--- src/rtl/pwm_dac_driver_pkg.sv ---
// Shared types and default sizing for the PWM DAC driver slice.
package sound_pkg;

  localparam int N_DEF   = 7;
  localparam int DIV_DEF = 1;

  typedef enum logic [1:0] {
    IDLE  = 2'd0,
    RUN   = 2'd1,
    FLUSH = 2'd2
  } DAC_STATE;

endpackage

--- src/rtl/pwm_dac_driver_if.sv ---
// Sample stream handshake between the sound generator and the PWM DAC driver.
interface pwm_dac_driver_if
  import sound_pkg::*;
#(
  parameter int N = N_DEF
);

  logic [N-1:0] dacCount;
  logic         sample_valid;
  logic         sample_ready;

  modport master (output dacCount, output sample_valid, input sample_ready);
  modport slave  (input dacCount, input sample_valid, output sample_ready);

endinterface

--- src/rtl/pwm_dac_driver_tick_prescaler.sv ---
// Divides the clock into PWM ticks; the divider is parked at zero while not running.
module tick_prescaler #(
  parameter int DIV = 1
) (
  input  logic clk,
  input  logic rst,
  input  logic run,
  output logic tick
);

  localparam int PW = (DIV > 1) ? $clog2(DIV) : 1;
  localparam logic [PW-1:0] LAST = PW'(DIV - 1);

  logic [PW-1:0] prescale_q, prescale_d;

  // With DIV=1, LAST is zero so the counter never leaves zero and tick follows run.
  always_comb begin
    prescale_d = prescale_q;
    if (!run || (prescale_q == LAST)) begin
      prescale_d = '0;
    end else begin
      prescale_d = prescale_q + 1'b1;
    end
  end

  always_ff @(posedge clk or posedge rst) begin
    if (rst) begin
      prescale_q <= '0;
    end else begin
      prescale_q <= prescale_d;
    end
  end

  assign tick = run && (prescale_q == LAST);

endmodule

--- src/rtl/pwm_dac_driver.sv ---
// PWM DAC driver: one-entry shadow buffer feeding a duty register that reloads only at period boundaries.
module pwm_dac_driver
  import sound_pkg::*;
#(
  parameter int N   = N_DEF,
  parameter int DIV = DIV_DEF
) (
  input  logic                clk,
  input  logic                rst,
  input  logic                enable_i,
  pwm_dac_driver_if.slave     smp,
  output logic                pwm_o,
  output logic                period_start_o,
  output logic                underrun_o
);

  localparam logic [N-1:0] CNT_MAX = '1;

  DAC_STATE     state_q, state_d;
  logic [N-1:0] cnt_q, cnt_d;
  logic [N-1:0] duty_q, duty_d;
  logic [N-1:0] shadow_q, shadow_d;
  logic         shadow_full_q, shadow_full_d;
  logic         period_start_q, period_start_d;
  logic         underrun_q, underrun_d;

  logic tick;
  logic wrap;
  logic load;
  logic accept;

  tick_prescaler #(
    .DIV (DIV)
  ) u_prescaler (
    .clk  (clk),
    .rst  (rst),
    .run  (state_q != IDLE),
    .tick (tick)
  );

  assign wrap   = tick && (cnt_q == CNT_MAX);
  assign accept = smp.sample_valid && !shadow_full_q;

  always_comb begin
    state_d       = state_q;
    cnt_d         = cnt_q;
    duty_d        = duty_q;
    shadow_d      = shadow_q;
    shadow_full_d = shadow_full_q;
    load          = 1'b0;

    case (state_q)
      IDLE: begin
        cnt_d = '0;
        if (enable_i) begin
          state_d = RUN;
          load    = 1'b1;
        end
      end
      RUN: begin
        if (tick) cnt_d = cnt_q + 1'b1;
        if (wrap) load = 1'b1;
        if (!enable_i) state_d = FLUSH;
      end
      FLUSH: begin
        if (tick) cnt_d = cnt_q + 1'b1;
        // Re-enable before the final wrap resumes the same waveform; that wrap becomes a normal load.
        if (enable_i) begin
          state_d = RUN;
          load    = wrap;
        end else if (wrap) begin
          state_d = IDLE;
          cnt_d   = '0;
        end
      end
      default: begin
        state_d = IDLE;
        cnt_d   = '0;
      end
    endcase

    // Load only ever clears a full shadow and accept only fills an empty one, so they cannot collide.
    if (load && shadow_full_q) begin
      duty_d        = shadow_q;
      shadow_full_d = 1'b0;
    end
    if (accept) begin
      shadow_d      = smp.dacCount;
      shadow_full_d = 1'b1;
    end

    period_start_d = load;
    underrun_d     = load && !shadow_full_q;
  end

  always_ff @(posedge clk or posedge rst) begin
    if (rst) begin
      state_q        <= IDLE;
      cnt_q          <= '0;
      duty_q         <= '0;
      shadow_q       <= '0;
      shadow_full_q  <= 1'b0;
      period_start_q <= 1'b0;
      underrun_q     <= 1'b0;
    end else begin
      state_q        <= state_d;
      cnt_q          <= cnt_d;
      duty_q         <= duty_d;
      shadow_q       <= shadow_d;
      shadow_full_q  <= shadow_full_d;
      period_start_q <= period_start_d;
      underrun_q     <= underrun_d;
    end
  end

  assign smp.sample_ready = !shadow_full_q;
  assign pwm_o            = (state_q != IDLE) && (cnt_q < duty_q);
  assign period_start_o   = period_start_q;
  assign underrun_o       = underrun_q;

endmodule

--- src/flat_wrapper.sv ---
// flat-port wrapper written by rule: the top's interface ports become plain ports
module pwm_dac_driver_flat import sound_pkg::*;
#(
  parameter int N   = N_DEF,
  parameter int DIV = DIV_DEF
)
  (clk, rst, enable_i, pwm_o, period_start_o, underrun_o, smp_dacCount, smp_sample_valid, smp_sample_ready);
  pwm_dac_driver_if #(.N(N)) smp_i ();
  input  logic clk;
  input  logic rst;
  input  logic enable_i;
  output logic pwm_o;
  output logic period_start_o;
  output logic underrun_o;
  input wire logic [$bits(smp_i.dacCount)-1:0] smp_dacCount;
  input wire logic [$bits(smp_i.sample_valid)-1:0] smp_sample_valid;
  output wire logic [$bits(smp_i.sample_ready)-1:0] smp_sample_ready;
  assign smp_i.dacCount = smp_dacCount;
  assign smp_i.sample_valid = smp_sample_valid;
  assign smp_sample_ready = smp_i.sample_ready;
  pwm_dac_driver #(.N(N), .DIV(DIV)) u_core (.clk(clk), .rst(rst), .enable_i(enable_i), .smp(smp_i), .pwm_o(pwm_o), .period_start_o(period_start_o), .underrun_o(underrun_o));
endmodule
--- config.mk ---
export PLATFORM = sky130hd
export DESIGN_NAME = pwm_dac_driver_flat
export DESIGN_NICKNAME = d
export VERILOG_FILES = /design/src/rtl/pwm_dac_driver_pkg.sv /design/src/rtl/pwm_dac_driver_if.sv /design/src/rtl/pwm_dac_driver_tick_prescaler.sv /design/src/rtl/pwm_dac_driver.sv /design/src/flat_wrapper.sv
export SDC_FILE = /design/constraint.sdc
export NUM_CORES = 1
export LEC_CHECK = 0
export BUFFER_PORTS_ARGS = -buffer_cell sky130_fd_sc_hd__buf_4
export CORE_ASPECT_RATIO = 0.7
export CORE_MARGIN = 2
export CORE_UTILIZATION = 54
export CTS_BUF_LIST = sky130_fd_sc_hd__clkbuf_8
export DETAILED_ROUTE_END_ITERATION = 12
export PLACE_DENSITY = 0.77
export SLEW_MARGIN = 15
export SYNTH_ARGS = -nofsm -noshare
export SYNTH_HDL_FRONTEND = slang
export SYNTH_HIERARCHICAL = 1
export SYNTH_SLANG_ARGS = --single-unit
--- constraint.sdc ---
create_clock -name clk -period 1.9 [get_ports clk]
set_input_delay 0.38 -clock clk [delete_from_list [all_inputs] [get_ports clk]]
set_output_delay 0.38 -clock clk [all_outputs]
set_load 0.05 [all_outputs]
==> out/qor.txt <==
Post-Synth XOR/XNOR Area -> 3.18%
clk sinks -> 27
hold_sp -> smp_sample_valid
status -> complete, but fails checks
Yosys reg bits -> 27
post-route design area -> 1780 sq um
EDFF count, synth -> 0
post-synthesis sequential area ratio -> 49.0%
Synth Area in Adders -> 9.98%
Post-synth top flop -> dfrtp_1
main combinational cell family by area after synthesis -> multiplexers
WL final -> 2.71 mm
endpoints failing setup -> 1
Pins Over Slew Limit -> 0
Post-synth ARST share -> 100%
Final TNS setup -> -0.194 ns
Row Count -> 15
hold endpoint -> u_core/shadow_full_q$_DFFE_PP0P_
Synth Area in Simple Gates -> 10.9%
Post-layout nets -> 174
Critical Path RT -> 1.52 ns
synth cell count leaders -> 27 x dfrtp_1, 14 x inv_1, 14 x mux2_2
RSZ-0062 raised after global routing -> true
Avg Cell Area, Syn -> 11.5 sq um
cts bufs inserted -> 3
DR vias -> 983
vias in the first global route -> 983
n_diodes -> 0
Top Ports -> 15
FF-to-FF End -> u_core/duty_q[3]$_DFFE_PP0P_
die width -> 64.4 microns
mux cell area share after synthesis -> 12.2%
Placed Area -> 1650 sq um
kind of critical path -> register to output pin
Netlist cell types -> 33
crit path launch type -> register
failing checks -> negative setup slack
die height -> 46.3 microns
syn nets -> 142
Critical Path End Type -> output pin
CTS clock-pin slew for the worst setup and hold paths -> 0.09 ns
Final Util -> 73.0%
Synth Area in Compound Gates -> 9.89%
# port buffers -> 14
Worst R2R Setup Slack -> 0.02 ns
clk_lat worst skew -> 0.26 ns
max_cap viols -> 0
Ys Warns -> 6
largest net degree at the start of global routing -> 27
Area Growth Syn to Fin -> 29.1%
path type of the worst min-delay path -> input pin to register
DP Worst Slack -> -0.0263 ns
Tmin final -> 2.09 ns
Power Density -> 1480 nW/um^2
final hold viol count -> 0
worst-path fanout max -> 2
Netlist Area Pre-Place -> 1380 sq um
final hold slack -> 0.331 ns
dpl cells -> 175
fillers -> 170
antenna-violating nets left -> 0
Core Box Area -> 2440 sq um
Area contributors post-synth -> dfrtp_1 49%, mux2_2 11%, ha_1 10%
CP Data Arrival Time -> 1.71 ns
post-synth top area share -> 49.0%
slack of the critical path -> -0.194 ns
Starting Density -> 56.5%
share of cells above drive strength 1 -> 39.7%
Final Skew -> 0.00104 ns
detailed placement HPWL -> 1.96 mm
Final Cycle Share -> 110%
Pleak -> 0.875 nW
drt initial violations -> 50
initial antenna violation count -> 0
GRT Residual Overflow -> 0
Post-Syn Instances -> 120
first-pass GRT wire length -> 4.40 mm
die area -> 2980 sq um
CTS H-tree depth -> 1
Via-to-Cell Ratio -> 5.31
First-pass DRT Iterations -> 4
Worst R2R Start -> u_core/state_q[1]$_DFFE_PP0P_
CTS root buf -> clkbuf_8
hold depth -> 2
final non-filler cell total -> 185
wire per inst -> 14.6 microns
clk buf depth -> 2
Setup crit start -> u_core/duty_q[2]$_DFFE_PP0P_
peak supply drop -> 0.697 mV
Placer Congestion -> 0.803
Tot GR Track Use -> 19.8%
depth of the most critical reg-to-reg path -> 8
post-synth top area cell -> dfrtp_1
DRC viols -> 0
Tot Pwr -> 2.63 mW
Max Freq -> 0.478 GHz
CTS tree -> built
most common cell in the netlist -> dfrtp_1
[cell usage in the layout (no fill, tap or decap), types with 2 or more instances in the layout]
master,instances
a21o_1,2
a21oi_1,3
and2_1,3
buf_4,27
clkbuf_8,3
dfrtp_1,27
ha_1,7
ha_4,3
inv_1,11
inv_2,4
mux2_2,7
mux2_4,7
nand2_1,4
nand4_1,2
nor2_1,8
nor2b_1,2
nor3_1,2
o21ai_0,3
xnor2_1,3
xor2_1,2
[registers in the layout (all words and copies together) (netlist names)]
signal,count
u_core/u_prescaler/prescale_q,1
u_core/period_start_o,1
u_core/shadow_full_q,1
u_core/state_q,2
u_core/underrun_o,1
u_core/duty_q,7
u_core/shadow_q,7
u_core/cnt_q,7
[worst max-delay path, stage by stage (launching register included)]
cell and delay (ns):
dfrtp_1 0.40, inv_2 0.07, ha_4 0.20, a21o_1 0.16, a31oi_2 0.17, o21ai_2 0.11, a31oi_4 0.16, buf_6 0.17
[report_power, final]
group / leakage, nW / total (mW) / internal [mW] / switching (mW)
registers: 0.338 / 0.910 / 0.782 / 0.128
clock network: 0.0269 / 0.310 / 0.145 / 0.165
logic: 0.510 / 1.41 / 0.727 / 0.685
total: 0.875 / 2.63 / 1.65 / 0.978
[worst max-delay path by stage]
stage	endpoint	cells past startpoint	slack [ns]
5_1_grt	pwm_o	7	-0.26
2_1_floorplan	u_core/duty_q[0]$_DFFE_PP0P_	9	-0.006
6_report	pwm_o	7	-0.19
3_3_place_gp	pwm_o	6	0.04
4_1_cts	pwm_o	7	-0.20
3_5_place_dp	pwm_o	6	-0.03
[layer usage]
layer  part of all wire (%)  GRT usage, %  vias to the layer above
met5                      0             0                        -
met4                    1.4          6.38                        0
met3                    4.6          4.65                        6
met2                     49          36.5                       31
met1                     45          23.7                      474
li1                       -             -                      472
[area by class of cell]
class                      count  area, sq um  area share, %
clock buffer                   3         41.3           2.32
timing repair buffer          29          224           12.6
tap                           34         42.5           2.39
sequential                    27          676           37.9
clock inverter                 1         3.75          0.211
multi-input combinational     77          741           41.6
inverter                      14         52.6           2.95
[what timing repair did]
action,in CTS,in global routing
pin swaps,4,4
setup endpoints to repair,8,9
resized for setup,6,2
hold buffers,1,0
endpoints found under the hold margin,1,0
setup buffers,3,2
gates cloned,0,0
[cells by family after synthesis]
logic type                 count (synthesis)
AOI/OAI and AO/OA                         20
xor gates and xnor gates                   5
adders and majority gates                 11
buffers and inverters                     16
DFF                                       27
muxes                                     15
other                                      1
and+or+nand+nor                           25
No activity file was read; power rests on OpenSTA's default activity.
